**src/rtl/i2s_master_tx.sv**
```systemverilog
`default_nettype none
// =============================================================================
// i2s_master_tx : I2S bus master (BCLK/LRCK/SDAT) fed by a stereo frame FIFO
// Revision 1.0
// =============================================================================
module i2s_master_tx #(
   parameter int DATA_WIDTH = 24,
   parameter int SLOT_WIDTH = 32,
   parameter int BCLK_HALF  = 16,
   parameter int FIFO_DEPTH = 4
) (
   input  logic                          CLOCK_50,
   input  logic                          RESET_N,
   input  logic                          enable,
   input  logic                          s_valid,
   output logic                          s_ready,
   input  logic [DATA_WIDTH-1:0]         s_left,
   input  logic [DATA_WIDTH-1:0]         s_right,
   output logic [$clog2(FIFO_DEPTH):0]   fifo_level,
   output logic                          AUD_BCLK,
   output logic                          AUD_LRCK,
   output logic                          AUD_SDAT,
   output logic                          underrun
);

   localparam int PTR_W = (FIFO_DEPTH > 1) ? $clog2(FIFO_DEPTH) : 1;
   localparam int LVL_W = $clog2(FIFO_DEPTH) + 1;
   localparam int DIV_W = (BCLK_HALF > 1) ? $clog2(BCLK_HALF) : 1;
   localparam int K_W   = $clog2(SLOT_WIDTH);

   localparam logic [DIV_W-1:0] C_DIV_LAST = DIV_W'(BCLK_HALF - 1);
   localparam logic [K_W-1:0]   C_K_LAST   = K_W'(SLOT_WIDTH - 1);
   localparam logic [K_W-1:0]   C_K_DATA   = K_W'(DATA_WIDTH);
   localparam logic [LVL_W-1:0] C_LVL_FULL = LVL_W'(FIFO_DEPTH);
   localparam logic [PTR_W-1:0] C_PTR_LAST = PTR_W'(FIFO_DEPTH - 1);

   localparam logic [1:0] ST_IDLE  = 2'd0;
   localparam logic [1:0] ST_RUN   = 2'd1;
   localparam logic [1:0] ST_DRAIN = 2'd2;

   // ---------------------------------------------------------------- FIFO
   logic [2*DATA_WIDTH-1:0] mem_q [FIFO_DEPTH];
   logic [PTR_W-1:0]        wr_ptr_q, wr_ptr_d;
   logic [PTR_W-1:0]        rd_ptr_q, rd_ptr_d;
   logic [LVL_W-1:0]        level_q, level_d;
   logic                    w_push;
   logic                    w_pop;
   logic                    w_nonempty;

   // ---------------------------------------------------------------- serialiser
   logic [1:0]              state_q, state_d;
   logic [DIV_W-1:0]        div_q, div_d;
   logic [K_W-1:0]          k_q, k_d;
   logic [K_W-1:0]          w_k_next;
   logic                    bclk_q, bclk_d;
   logic                    lrck_q, lrck_d;
   logic                    sdat_q, sdat_d;
   logic                    underrun_q, underrun_d;
   logic [DATA_WIDTH-1:0]   sh_q, sh_d;
   logic [DATA_WIDTH-1:0]   rhold_q, rhold_d;

   logic                    w_active;
   logic                    w_tick;
   logic                    w_fall;
   logic                    w_slot_end;
   logic                    w_frame_end;
   logic                    w_load;
   logic                    w_stop;

   function automatic logic [PTR_W-1:0] ptr_inc(input logic [PTR_W-1:0] p);
      return (p == C_PTR_LAST) ? '0 : p + 1'b1;
   endfunction

   assign s_ready    = (level_q < C_LVL_FULL);
   assign w_nonempty = (level_q != '0);
   assign w_push     = s_valid & s_ready;
   assign w_pop      = w_load & w_nonempty;

   always_comb begin
      wr_ptr_d = w_push ? ptr_inc(wr_ptr_q) : wr_ptr_q;
      rd_ptr_d = w_pop  ? ptr_inc(rd_ptr_q) : rd_ptr_q;
      level_d  = level_q;
      case ({w_push, w_pop})
         2'b10:   level_d = level_q + 1'b1;
         2'b01:   level_d = level_q - 1'b1;
         default: level_d = level_q;
      endcase
   end

   always_ff @(posedge CLOCK_50) begin
      if (w_push) begin
         mem_q[wr_ptr_q] <= {s_left, s_right};
      end
   end

   always_ff @(posedge CLOCK_50 or negedge RESET_N) begin
      if (!RESET_N) begin
         wr_ptr_q <= '0;
         rd_ptr_q <= '0;
         level_q  <= '0;
      end else begin
         wr_ptr_q <= wr_ptr_d;
         rd_ptr_q <= rd_ptr_d;
         level_q  <= level_d;
      end
   end

   // Every LRCK/SDAT change is aligned to a BCLK falling event.
   assign w_active    = (state_q != ST_IDLE);
   assign w_tick      = (div_q == C_DIV_LAST);
   assign w_fall      = w_active & w_tick & bclk_q;
   assign w_slot_end  = (k_q == C_K_LAST);
   assign w_frame_end = w_fall & w_slot_end & lrck_q;
   assign w_load      = ((state_q == ST_IDLE) & enable) |
                        (w_frame_end & ((state_q == ST_RUN) | enable));
   assign w_stop      = w_frame_end & ~w_load;
   assign w_k_next    = k_q + 1'b1;

   // ---------------------------------------------------------------- FSM: state register
   always_ff @(posedge CLOCK_50 or negedge RESET_N) begin
      if (!RESET_N) begin
         state_q <= ST_IDLE;
      end else begin
         state_q <= state_d;
      end
   end

   // ---------------------------------------------------------------- FSM: next state
   always_comb begin
      state_d = state_q;
      case (state_q)
         ST_IDLE: begin
            if (enable) state_d = ST_RUN;
         end
         ST_RUN: begin
            if (!enable) state_d = ST_DRAIN;
         end
         ST_DRAIN: begin
            if (w_stop)      state_d = ST_IDLE;
            else if (enable) state_d = ST_RUN;
         end
         default: state_d = ST_IDLE;
      endcase
   end

   // ---------------------------------------------------------------- FSM: outputs / datapath
   always_comb begin
      div_d      = div_q;
      bclk_d     = bclk_q;
      lrck_d     = lrck_q;
      k_d        = k_q;
      sdat_d     = sdat_q;
      sh_d       = sh_q;
      rhold_d    = rhold_q;
      underrun_d = 1'b0;
      if (w_load) begin
         div_d  = '0;
         bclk_d = 1'b0;
         lrck_d = 1'b0;
         k_d    = '0;
         sdat_d = 1'b0;
         if (w_nonempty) begin
            {sh_d, rhold_d} = mem_q[rd_ptr_q];
         end else begin
            sh_d       = '0;
            rhold_d    = '0;
            underrun_d = 1'b1;
         end
      end else if (w_stop) begin
         div_d  = '0;
         bclk_d = 1'b0;
         lrck_d = 1'b0;
         k_d    = '0;
         sdat_d = 1'b0;
      end else if (w_active) begin
         if (w_tick) begin
            div_d  = '0;
            bclk_d = ~bclk_q;
         end else begin
            div_d  = div_q + 1'b1;
         end
         if (w_fall) begin
            if (!w_slot_end) begin
               k_d = w_k_next;
               if (w_k_next <= C_K_DATA) begin
                  sdat_d = sh_q[DATA_WIDTH-1];
                  sh_d   = sh_q << 1;
               end else begin
                  sdat_d = 1'b0;
               end
            end else begin
               // End of the left slot: the right sample takes over the shifter.
               lrck_d = 1'b1;
               k_d    = '0;
               sdat_d = 1'b0;
               sh_d   = rhold_q;
            end
         end
      end
   end

   always_ff @(posedge CLOCK_50 or negedge RESET_N) begin
      if (!RESET_N) begin
         div_q      <= '0;
         bclk_q     <= 1'b0;
         lrck_q     <= 1'b0;
         k_q        <= '0;
         sdat_q     <= 1'b0;
         sh_q       <= '0;
         rhold_q    <= '0;
         underrun_q <= 1'b0;
      end else begin
         div_q      <= div_d;
         bclk_q     <= bclk_d;
         lrck_q     <= lrck_d;
         k_q        <= k_d;
         sdat_q     <= sdat_d;
         sh_q       <= sh_d;
         rhold_q    <= rhold_d;
         underrun_q <= underrun_d;
      end
   end

   assign fifo_level = level_q;
   assign AUD_BCLK   = bclk_q;
   assign AUD_LRCK   = lrck_q;
   assign AUD_SDAT   = sdat_q;
   assign underrun   = underrun_q;

endmodule
`default_nettype wire

```
**config.mk**
```make
export PLATFORM = sky130hd
export DESIGN_NAME = i2s_master_tx
export DESIGN_NICKNAME = d
export VERILOG_FILES = /design/src/rtl/i2s_master_tx.sv
export SDC_FILE = /design/constraint.sdc
export NUM_CORES = 1
export LEC_CHECK = 0
export CAP_MARGIN = 30
export CORE_AREA = 5 5 141 143
export CTS_CLUSTER_DIAMETER = 80
export DETAILED_ROUTE_END_ITERATION = 16
export DIE_AREA = 0 0 146 148
export DONT_BUFFER_PORTS = 1
export HOLD_SLACK_MARGIN = 0.02
export PLACE_DENSITY = 0.79
export SYNTH_ARGS = -nofsm -noshare
export SYNTH_HDL_FRONTEND = slang
export SYNTH_SLANG_ARGS = --single-unit
```
**constraint.sdc**
```tcl
create_clock -name CLOCK_50 -period 3.7 [get_ports CLOCK_50]
set_clock_uncertainty 0.2 [all_clocks]
set_input_delay 0.555 -clock CLOCK_50 [delete_from_list [all_inputs] [get_ports CLOCK_50]]
set_output_delay 0.555 -clock CLOCK_50 [all_outputs]
set_load 0.05 [all_outputs]
```
==> impl_metrics.csv, run 1 <==
group,metric,value,unit
synth,ys_seq_area_share,69.26,%
drt,wl,21900,um
synth,ys_async_sr_fraction,26.72,%
timing,fmax,317.7,MHz
placed_design,hpwl,12840,um
synth,yosysMostFrequentCell,"edfxtp_1",
pwr,irDropWorstVdd,489.6,uV
drt,via_count,6005,
timing,rsz0062_at_grt,"no",
synth,yosys.area.top_type,"edfxtp_1",
worst_hold_path,hold_path_class,"input pin to flip-flop",
worst_setup_path,start_kind,"flip-flop",
synth,synth_top_area_share,53.12,%
worst_setup_path,r2r_setup_slack,0.55,ns
worst_setup_path,crit_fanout,19,
pwr,total_power,9130,uW
synth,synth.area.top_cells,"edfxtp_1 53%, dfrtp_1 16%, mux4_2 10%",
drt,viasPerCell,6.242,
cts,clk_latency,0.52,ns
drt,wire_per_inst,22.77,um
drt,first_iter_violations,546,
layout,syn2layout_area_growth,15.63,%
placed_design,gp_congestion,0.7963,
timing,drv_slew,0,
cts,hold_buffers,51,
layout,final_area,12550,um^2
cts,tritoncts,"yes",
drt,postRouteAntennaNets,0,
cts,clk_pin_slew,0.06,ns
timing,timing.final.ws_setup,0.5525,ns
global_route,globalRouteMet1Util,28.34,%
floorplanning,start_util,58.81,%
synth,ys_warn_count,0,
drt,drc,0,
timing,finalHoldViolCount,0,
worst_setup_path,endpoint,"fifo_level[2]",
synth,synth-edff-count,192,
cts,cts_buffer_depth,3,
layout,drive_gt1_share,15.80,%
worst_setup_path,critPathArrivalTime,3.33,ns
run_status,status,"finished, final reports clean",
synth,syn_area_per_cell,16.67,um^2
global_route,grt_pass1_vias,6243,
worst_setup_path,rr_endpoint,"fifo_level[2]",
timing,tightest_slew,0.8936,ns
cts,cts_buffers,26,
synth,synth_common_cells,"192 x edfxtp_1, 70 x dfrtp_1, 48 x mux4_2, 38 x nor2_1, 32 x inv_1",
pwr,p_leak,0.004600,uW
timing,fin_hold_ws,0.1313,ns
floorplanning,die_x,146,um
global_route,antenna_found_initial,0,
synth,yosys_register_bits,262,
floorplanning,rows,50,
global_route,grtUsageMet3,4.047,%
timing,fin_crit_sh,85.07,%
cts,cts_root_buffer,"clkbuf_16",
timing,relSlewSlack,40.42,%
global_route,overflow,0,
timing,finalSetupTns,0,ns
placed_design,port_buffers,0,
cts,cts_resized,0,
floorplanning,die_area,21610,um^2
synth,yosys.cell_types.count,50,
cts,cts.sinks,262,
synth,syn_nets,713,
worst_setup_path,crit_path_end_kind,"flip-flop",
floorplanning,die_h,148,um
run,cap_violations,0,
global_route,grt_pass1_wl,35330,um
worst_setup_path,cp.required,3.89,ns
synth,synthesis.instances,651,
drt,dr.pass1.iters,5,
placed_design,dpl_cell_area,11140,um^2
global_route,global_route.usage.met2,35.71,%
layout,n_antenna_cell,0,
layout,nNetsFinal,770,
worst_setup_path,r2r_cells,12,
worst_setup_path,timing.rr.start,"k_q[0]",
global_route,grt_usage,20.92,%
cts,h-tree-depth,1,
floorplanning,coreArea,18460,um^2
floorplanning,io_pins,60,
global_route,busiest_layer,"met2",
synth,synth_area,10850,um^2
worst_setup_path,critPathKind,"flip-flop to flip-flop",
timing,min_period,3.147,ns
cts,postCtsSetupBuffers,0,
worst_setup_path,timing.critical_path.from,"k_q[0]",
global_route,grt_max_degree,71,
synth,synth-main-ff-cell,"edfxtp_1",
layout,nFillCells,1152,
pwr,p_per_area,727.5,nW/um^2
placed_design,post-place-ws,0.5709,ns
timing,setup_viol,0,
power by group:
group | total [uW] | switching [uW] | internal [uW]
combinational | 2110 | 1020 | 1090
clock | 2690 | 1050 | 1640
sequential | 4330 | 551 | 3780
registers in the layout, indices dropped and copies added (netlist names), 2 cells and up:
name / flops
div_q: 4
fifo_level: 3
k_q: 5
mem_q: 192
rd_ptr_q: 2
rhold_q: 24
sh_q: 24
state_q: 2
wr_ptr_q: 2
layout make-up:
type / count / area (um^2) / share of cell area, %
sequential: 262 / 7522 / 59.94
multi-input combinational: 321 / 3053 / 24.33
clock buffer: 36 / 719.4 / 5.733
timing repair buffer: 65 / 683.2 / 5.444
tap: 234 / 292.8 / 2.333
clock inverter: 12 / 158.9 / 1.266
inverter: 32 / 120.1 / 0.9571
critical path, stage by stage, from the launching register on:
cell	delay [ns]
dfrtp_1	0.44
ha_1	0.28
and3_1	0.19
ha_2	0.38
and2_1	0.24
o211ai_2	0.14
a21oi_4	0.18
ha_1	0.19
inv_1	0.06
fa_1	0.37
xor2_1	0.15
nor2_1	0.13
xnor2_1	0.08
per-stage QoR:
stage	util, %	instances
after global routing	68.00	962
final	68.00	962
after global placement	60.38	863
after CTS	68.00	962
after floorplan	-	651
after detailed placement	60.38	863
layout by cell type, fill, tap and decap left out, types with 3 or more instances in the layout:
cell	n
edfxtp_1	192
dfrtp_1	68
dlygate4sd3_1	50
mux4_2	48
nor2_1	38
inv_1	32
clkbuf_16	27
nor2b_1	26
mux2i_1	26
a22o_1	24
nand2b_1	23
a211oi_1	23
a221oi_1	23
nand2_1	13
o21ai_0	13
buf_4	10
a21oi_1	8
ha_1	8
clkbuf_1	8
clkinv_1	6
and2_2	4
bufinv_16	4
buf_12	4
nor3_1	3
mux2_2	3
cells by family after synthesis:
family	Yosys count	synth area share [%]
AO/OA/AOI/OAI	105	7.563
XOR/XNOR	4	0.3229
adder cells (fa/ha/maj)	10	1.222
buffers and inverters	68	2.744
flip-flops	262	69.26
multiplexers	77	12.67
AND/OR/NAND/NOR	125	6.214
worst min path at each step:
| stage | slack [ns] | cells past startpoint | start | end |
|---|---|---|---|---|
| 6_report | 0.13 | 2 | enable | div_q[3] |
| 5_1_grt | 0.11 | 2 | enable | div_q[3] |
| 4_1_cts | 0.11 | 2 | enable | div_q[3] |
| 3_5_place_dp | 0.06 | 0 | RESET_N | fifo_level[2] |
| 3_3_place_gp | 0.06 | 0 | RESET_N | fifo_level[0] |
| 2_1_floorplan | 0.06 | 0 | RESET_N | AUD_BCLK |
routing by layer:
| layer | share of wire (%) | wire length, um |
|---|---|---|
| met2 | 51 | 11140 |
| met5 | 0 | 0 |
| met4 | 2.0 | 433 |
| met3 | 6.4 | 1407 |
| met1 | 41 | 8924 |
(Power assumes the default switching activity.)
==> inputs of run 2 (changes only) <==
- REMOVE_ABC_BUFFERS: default -> 1
==> run 2 against run 1 <==
Clock-buffer cell count fell by 7. Clock power about the same. Maximum frequency fell by 3.6%. Flip-flop and latch count unchanged. Utilization increased by 0.21 points. Critical path depth down 2. Non-clock buffer count did not move. Highest routed layer unchanged. Sequential power decreased by 2%. Die area unchanged.
==> impl_metrics.csv, run 2 (synthesis results as in run 1) <==
group,metric,value,unit
cts,cts_buffer_depth,3,
worst_setup_path,r2r_setup_slack,0.44,ns
timing,min_period,3.264,ns
placed_design,hpwl,12050,um
worst_hold_path,min_to,"div_q[3]",
timing,rsz0062_at_grt,"no",
cts,postCtsSetupBuffers,0,
drt,postRouteAntennaNets,0,
run_status,status,"finished, final reports clean",
placed_design,placed_cells,862,
drt,via_count,5924,
timing,relSlewSlack,50.56,%
worst_setup_path,cp.required,3.93,ns
worst_hold_path,hold_path_class,"input pin to flip-flop",
layout,top_regs,"mem_q: 192 flops, rhold_q: 24 flops, sh_q: 24 flops",
global_route,grt_pass1_vias,6506,
pwr,p_leak,0.004621,uW
worst_setup_path,r2r_cells,10,
layout,seq_area,7522,um^2
layout,syn2layout_area_growth,15.99,%
cts,clk_latency,0.51,ns
layout,final_common_cell,"edfxtp_1",
layout,final_area,12590,um^2
timing,drv_slew,0,
global_route,grt_usage,19.90,%
worst_setup_path,start_kind,"flip-flop",
layout,layout_common_cells,"192 x edfxtp_1, 68 x dfrtp_1, 50 x dlygate4sd3_1",
run,cap_violations,0,
timing,tightest_slew,0.7416,ns
drt,viasPerCell,6.152,
placed_design,gp_congestion,0.8019,
layout,n_antenna_cell,0,
placed_design,dpl_cell_area,11150,um^2
global_route,overflow,0,
drt,m1WireLength,8720,um
drt,first_iter_violations,440,
timing,fmax,306.4,MHz
cts,cts.sinks,262,
drt,top_layer_used,"met4",
pwr,irDropWorstVdd,459.1,uV
timing,setup_viol,0,
pwr,p_per_area,724.3,nW/um^2
floorplanning,die_h,148,um
worst_setup_path,slowest_stage,"buf_4",
drt,drc,0,
worst_setup_path,timing.rr.start,"k_q[0]",
worst_setup_path,critPathKind,"flip-flop to flip-flop",
pwr,switching_power,2601,uW
placed_design,port_buffers,0,
cts,tritoncts,"yes",
drt,route.met2.wl,10740,um
worst_setup_path,crit_path_end_kind,"flip-flop",
timing,finalHoldViolCount,0,
global_route,antenna_found_initial,0,
global_route,grt_max_degree,71,
worst_setup_path,path_common_cell,"buf_4",
worst_setup_path,critPathArrivalTime,3.49,ns
cts,clk_pin_slew,0.06,ns
layout,nFillCells,1161,
timing,fin_crit_sh,88.21,%
worst_setup_path,crit_path_cell_trace,"ha_1 > and3_1 > ha_2 > buf_4 > nand2_1 > nor3_1 > a21oi_2 > nand2_2 > buf_4 > mux2i_1",
drt,wl,20960,um
worst_setup_path,rr_endpoint,"sh_q[9]",
pwr,power_frac_comb,23.8,%
layout,multi_input_area,3053,um^2
floorplanning,die_area,21610,um^2
cts,cts_root_buffer,"clkbuf_16",
cts,cts_buffers,27,
drt,dr.pass1.iters,5,
drt,wire_per_inst,21.77,um
global_route,grt_pass1_wl,34300,um
floorplanning,start_util,58.81,%
floorplanning,die_x,146,um
layout,nNetsFinal,771,
layout,largest-register,"mem_q",
pwr,p_seq_share,46.6,%
layout,final_cells,963,
worst_setup_path,crit_fanout,56,
pwr,swShare,28.53,%
drt,met3WireLength,1102,um
worst_setup_path,cpPeakStageDelay,0.46,ns
worst_hold_path,min_path_cells,2,
layout,drive_gt1_share,17.01,%
layout,largest_reg_flops,192,
pwr,pwr-share-clk,29.6,%
pwr,cell_internal_pwr,6516,uW
floorplanning,io_pins,60,
floorplanning,rows,50,
floorplanning,coreArea,18460,um^2
worst_hold_path,hold_path_startpoint,"enable",
cts,h-tree-depth,1,
## run 2: layer usage
layer  up-vias  GRT usage, %
met5         -             0
met4         0         5.503
met3        39         3.587
met2       176         34.43
met1      3058         26.39
li1       2651             -
## run 2: worst max-delay path by stage
| stage | start | to | slack, ns | cells after the start |
|---|---|---|---|---|
| after global routing | k_q[0] | sh_q[9] | 0.23 | 10 |
| after detailed placement | k_q[0] | sh_q[13] | 0.48 | 10 |
| after global placement | k_q[0] | sh_q[12] | 0.73 | 10 |
| after CTS | k_q[0] | sh_q[9] | 0.45 | 10 |
| final | k_q[0] | sh_q[9] | 0.44 | 10 |
| after floorplan | k_q[0] | fifo_level[2] | -1.07 | 12 |
## run 2: final cells by class
class / instances / share of cell area, %
clock buffer: 29 / 5.427
sequential: 262 / 59.76
tap: 234 / 2.326
multi-input combinational: 321 / 24.25
inverter: 32 / 0.9542
timing repair buffer: 65 / 5.626
clock inverter: 20 / 1.660
## run 2: power groups by stage
stage          combinational [uW]  sequential (uW)  clock (uW)
6_report                     2170             4250        2700
3_5_place_dp                 2000             4380           0
4_1_cts                      2100             4340        2740
3_3_place_gp                 1920             4340           0
2_1_floorplan                1510             4290           0
5_1_grt                      2390             4320        2880
## run 2: critical path: cells and delay by family, from the launching register on
kind                     cells  cell delay [ns]
flip-flops                   1             0.43
AO/OA/AOI/OAI                1             0.08
buffers and inverters        2             0.78
AND/OR/NAND/NOR              4             1.00
adder cells (fa/ha/maj)      2             0.44
multiplexers                 1             0.24
## run 2: through the flow
| stage | power, uW | setup TNS [ns] | utilization [%] | hold WS, ns | setup slack [ns] |
|---|---|---|---|---|---|
| 2_1_floorplan | 5794 | -13.18 | - | 0.05941 | -1.069 |
| 3_3_place_gp | 6269 | 0 | 60.41 | 0.06139 | 0.7263 |
| 3_5_place_dp | 6383 | 0 | 60.41 | 0.06146 | 0.4790 |
| 4_1_cts | 9181 | 0 | 68.10 | 0.08765 | 0.4505 |
| 5_1_grt | 9587 | 0 | 68.21 | 0.1054 | 0.2294 |
| 6_report | 9118 | 0 | 68.21 | 0.1166 | 0.4362 |
## run 2: repair_timing
| action | in CTS | in global routing |
|---|---|---|
| hold endpoints to repair | 265 | 0 |
| hold buffers | 51 | 0 |
| gates resized for setup | 0 | 0 |
==> inputs of run 3 (changes only) <==
- CORE_AREA: 5 5 141 143 -> 2 2 138 140
- DIE_AREA: 0 0 146 148 -> 0 0 140 142
==> run 3 against run 2 <==
The run now ends with design-rule violations left. Critical path depth unchanged. Clock-buffer cell count stayed put. Sequential power increased by 3%. Clock power down 11%. Flip-flop and latch count unchanged. Worst hold slack better by 0.021 ns. Register-to-register slack better by 0.05 ns. Power down 3.6%. Via count up 0.61%. Combinational power decreased by 7%.
==> impl_metrics.csv, run 3 (synthesis results as in run 1) <==
group,metric,value,unit
global_route,antenna_found_initial,0,
layout,largest-register,"mem_q",
floorplanning,die_h,142,um
cts,cts.sinks,262,
layout,nNetsFinal,770,
drt,dr.pass1.iters,11,
worst_setup_path,path_common_cell,"buf_4",
cts,cts_root_buffer,"clkbuf_16",
layout,n_antenna_cell,0,
layout,final_util,67.17,%
worst_hold_path,hold_path_class,"input pin to flip-flop",
drt,via_count,5960,
layout,largest_reg_flops,192,
placed_design,gp_congestion,0.8795,
worst_setup_path,cpPeakStageDelay,0.46,ns
placed_design,hpwl,11910,um
pwr,p_per_area,709.1,nW/um^2
global_route,grt_pass1_vias,6502,
layout,top_regs,"mem_q: 192 flops, rhold_q: 24 flops, sh_q: 24 flops",
global_route,grt_pass1_wl,34240,um
timing,fmax,311.1,MHz
layout,drive_gt1_share,15.70,%
worst_setup_path,r2r_setup_slack,0.49,ns
run_status,failed_checks,"design-rule violations",
drt,wire_per_inst,22.03,um
layout,final_cells,960,
cts,clk_latency,0.52,ns
floorplanning,io_pins,60,
worst_setup_path,timing.critical_path.from,"k_q[0]",
worst_setup_path,cp.depth,10,
pwr,total_power,8790,uW
worst_setup_path,rr_endpoint,"sh_q[9]",
drt,drc,3,
worst_setup_path,critPathArrivalTime,3.45,ns
timing,rsz0062_at_grt,"no",
drt,viasPerCell,6.208,
timing,drv_slew,0,
drt,first_iter_violations,516,
floorplanning,die_area,19880,um^2
worst_setup_path,crit_family,"simple AND/OR/NAND/NOR gates",
layout,final_common_cell,"edfxtp_1",
worst_setup_path,cp.required,3.93,ns
worst_setup_path,slowest_stage,"dfrtp_1",
placed_design,port_buffers,0,
cts,h-tree-depth,1,
run,cap_violations,0,
timing,setup_viol,0,
worst_setup_path,crit_fanout,56,
worst_setup_path,endpoint,"sh_q[9]",
cts,cts_buffer_depth,3,
timing,tightest_slew,1.007,ns
worst_setup_path,timing.rr.start,"k_q[0]",
layout,final_area,12400,um^2
global_route,overflow,0,
placed_design,placed_cells,864,
global_route,grt_max_degree,71,
worst_setup_path,crit_path_end_kind,"flip-flop",
worst_setup_path,crit_path_cell_trace,"ha_1 > and3_1 > ha_2 > buf_4 > nand2_1 > nor3_1 > a21oi_2 > nand2_2 > buf_4 > mux2i_1",
cts,postCtsSetupBuffers,0,
worst_setup_path,r2r_cells,10,
cts,tritoncts,"yes",
pwr,irDropWorstVdd,471.7,uV
worst_setup_path,critPathKind,"flip-flop to flip-flop",
placed_design,dpl_cell_area,11100,um^2
cts,cts_buffers,25,
drt,postRouteAntennaNets,0,
floorplanning,start_util,58.81,%
timing,relSlewSlack,32.90,%
layout,syn2layout_area_growth,14.21,%
timing,min_period,3.214,ns
timing,fin_crit_sh,86.87,%
global_route,grt_usage,22.02,%
cts,cts_resized,0,
pwr,p_leak,0.004546,uW
drt,wl,21150,um
floorplanning,coreArea,18460,um^2
worst_setup_path,crit_buf_inv,2,
layout,layout_common_cells,"192 x edfxtp_1, 68 x dfrtp_1, 50 x dlygate4sd3_1",
cts,clk_pin_slew,0.06,ns
placed_design,post-place-ws,0.5698,ns
floorplanning,die_x,140,um
worst_setup_path,start_kind,"flip-flop",
timing,timing.final.ws_setup,0.4859,ns
timing,finalHoldViolCount,0,
run_status,status,"finished with violations",
floorplanning,rows,50,
[run 3: changes by cell type in the layout (fill, tap and decap cells not counted), sizes merged]
cell / previous run / this run
inv: 33 / 34
buf: 15 / 16
clkinvlp: 3 / 0
bufinv: 4 / 2
[run 3: final cells by class]
class,count,area [um^2]
flip-flops and latches,262,7522
fillers,1195,6060
multi-input cells,321,3053
clock buffers,29,640.6
repair buffers,66,640.6
well taps,234,292.8
clock inverters,16,126.4
inverters,32,120.1
[run 3: through the flow]
stage          setup TNS [ns]  hold WS (ns)
2_1_floorplan          -13.18       0.05941
3_3_place_gp                0       0.06155
3_5_place_dp                0       0.06084
4_1_cts                     0        0.1136
5_1_grt                     0        0.1239
6_report                    0        0.1372
[run 3: timing repair]
action,4_1_cts,5_1_grt
endpoints found under the setup margin,0,0
hold endpoints to repair,265,0
hold buffers,51,0
[run 3: report_power, final]
| group | internal [uW] | leakage, uW | switching [uW] | total, uW |
|---|---|---|---|---|
| clock | 1380 | 0.000376 | 1030 | 2410 |
| sequential | 3780 | 0.00260 | 582 | 4370 |
| combinational | 1070 | 0.00157 | 948 | 2020 |
| total | 6230 | 0.00455 | 2560 | 8790 |
[run 3: worst reg2reg max path, stage by stage (launching register included)]
cell	delay, ns
dfrtp_1	0.46
ha_1	0.30
and3_1	0.19
ha_2	0.17
buf_4	0.45
nand2_1	0.16
nor3_1	0.28
a21oi_2	0.06
nand2_2	0.27
buf_4	0.34
mux2i_1	0.25
[run 3: routing by layer]
layer	up-vias	track usage [%]	share of wire, %
met1	3060	28.90	42
li1	2647	-	-
met4	0	6.539	2.4
met3	44	3.129	4.8
met2	209	39.02	51
met5	-	0	0
[run 3: worst min-delay path by stage]
| stage | cells after the start | start | to | slack [ns] |
|---|---|---|---|---|
| finish | 2 | enable | div_q[3] | 0.14 |
| global placement | 0 | RESET_N | underrun | 0.06 |
| global route | 2 | enable | div_q[3] | 0.12 |
| floorplan | 0 | RESET_N | AUD_BCLK | 0.06 |
| detailed placement | 0 | RESET_N | underrun | 0.06 |
| CTS | 2 | enable | div_q[3] | 0.11 |
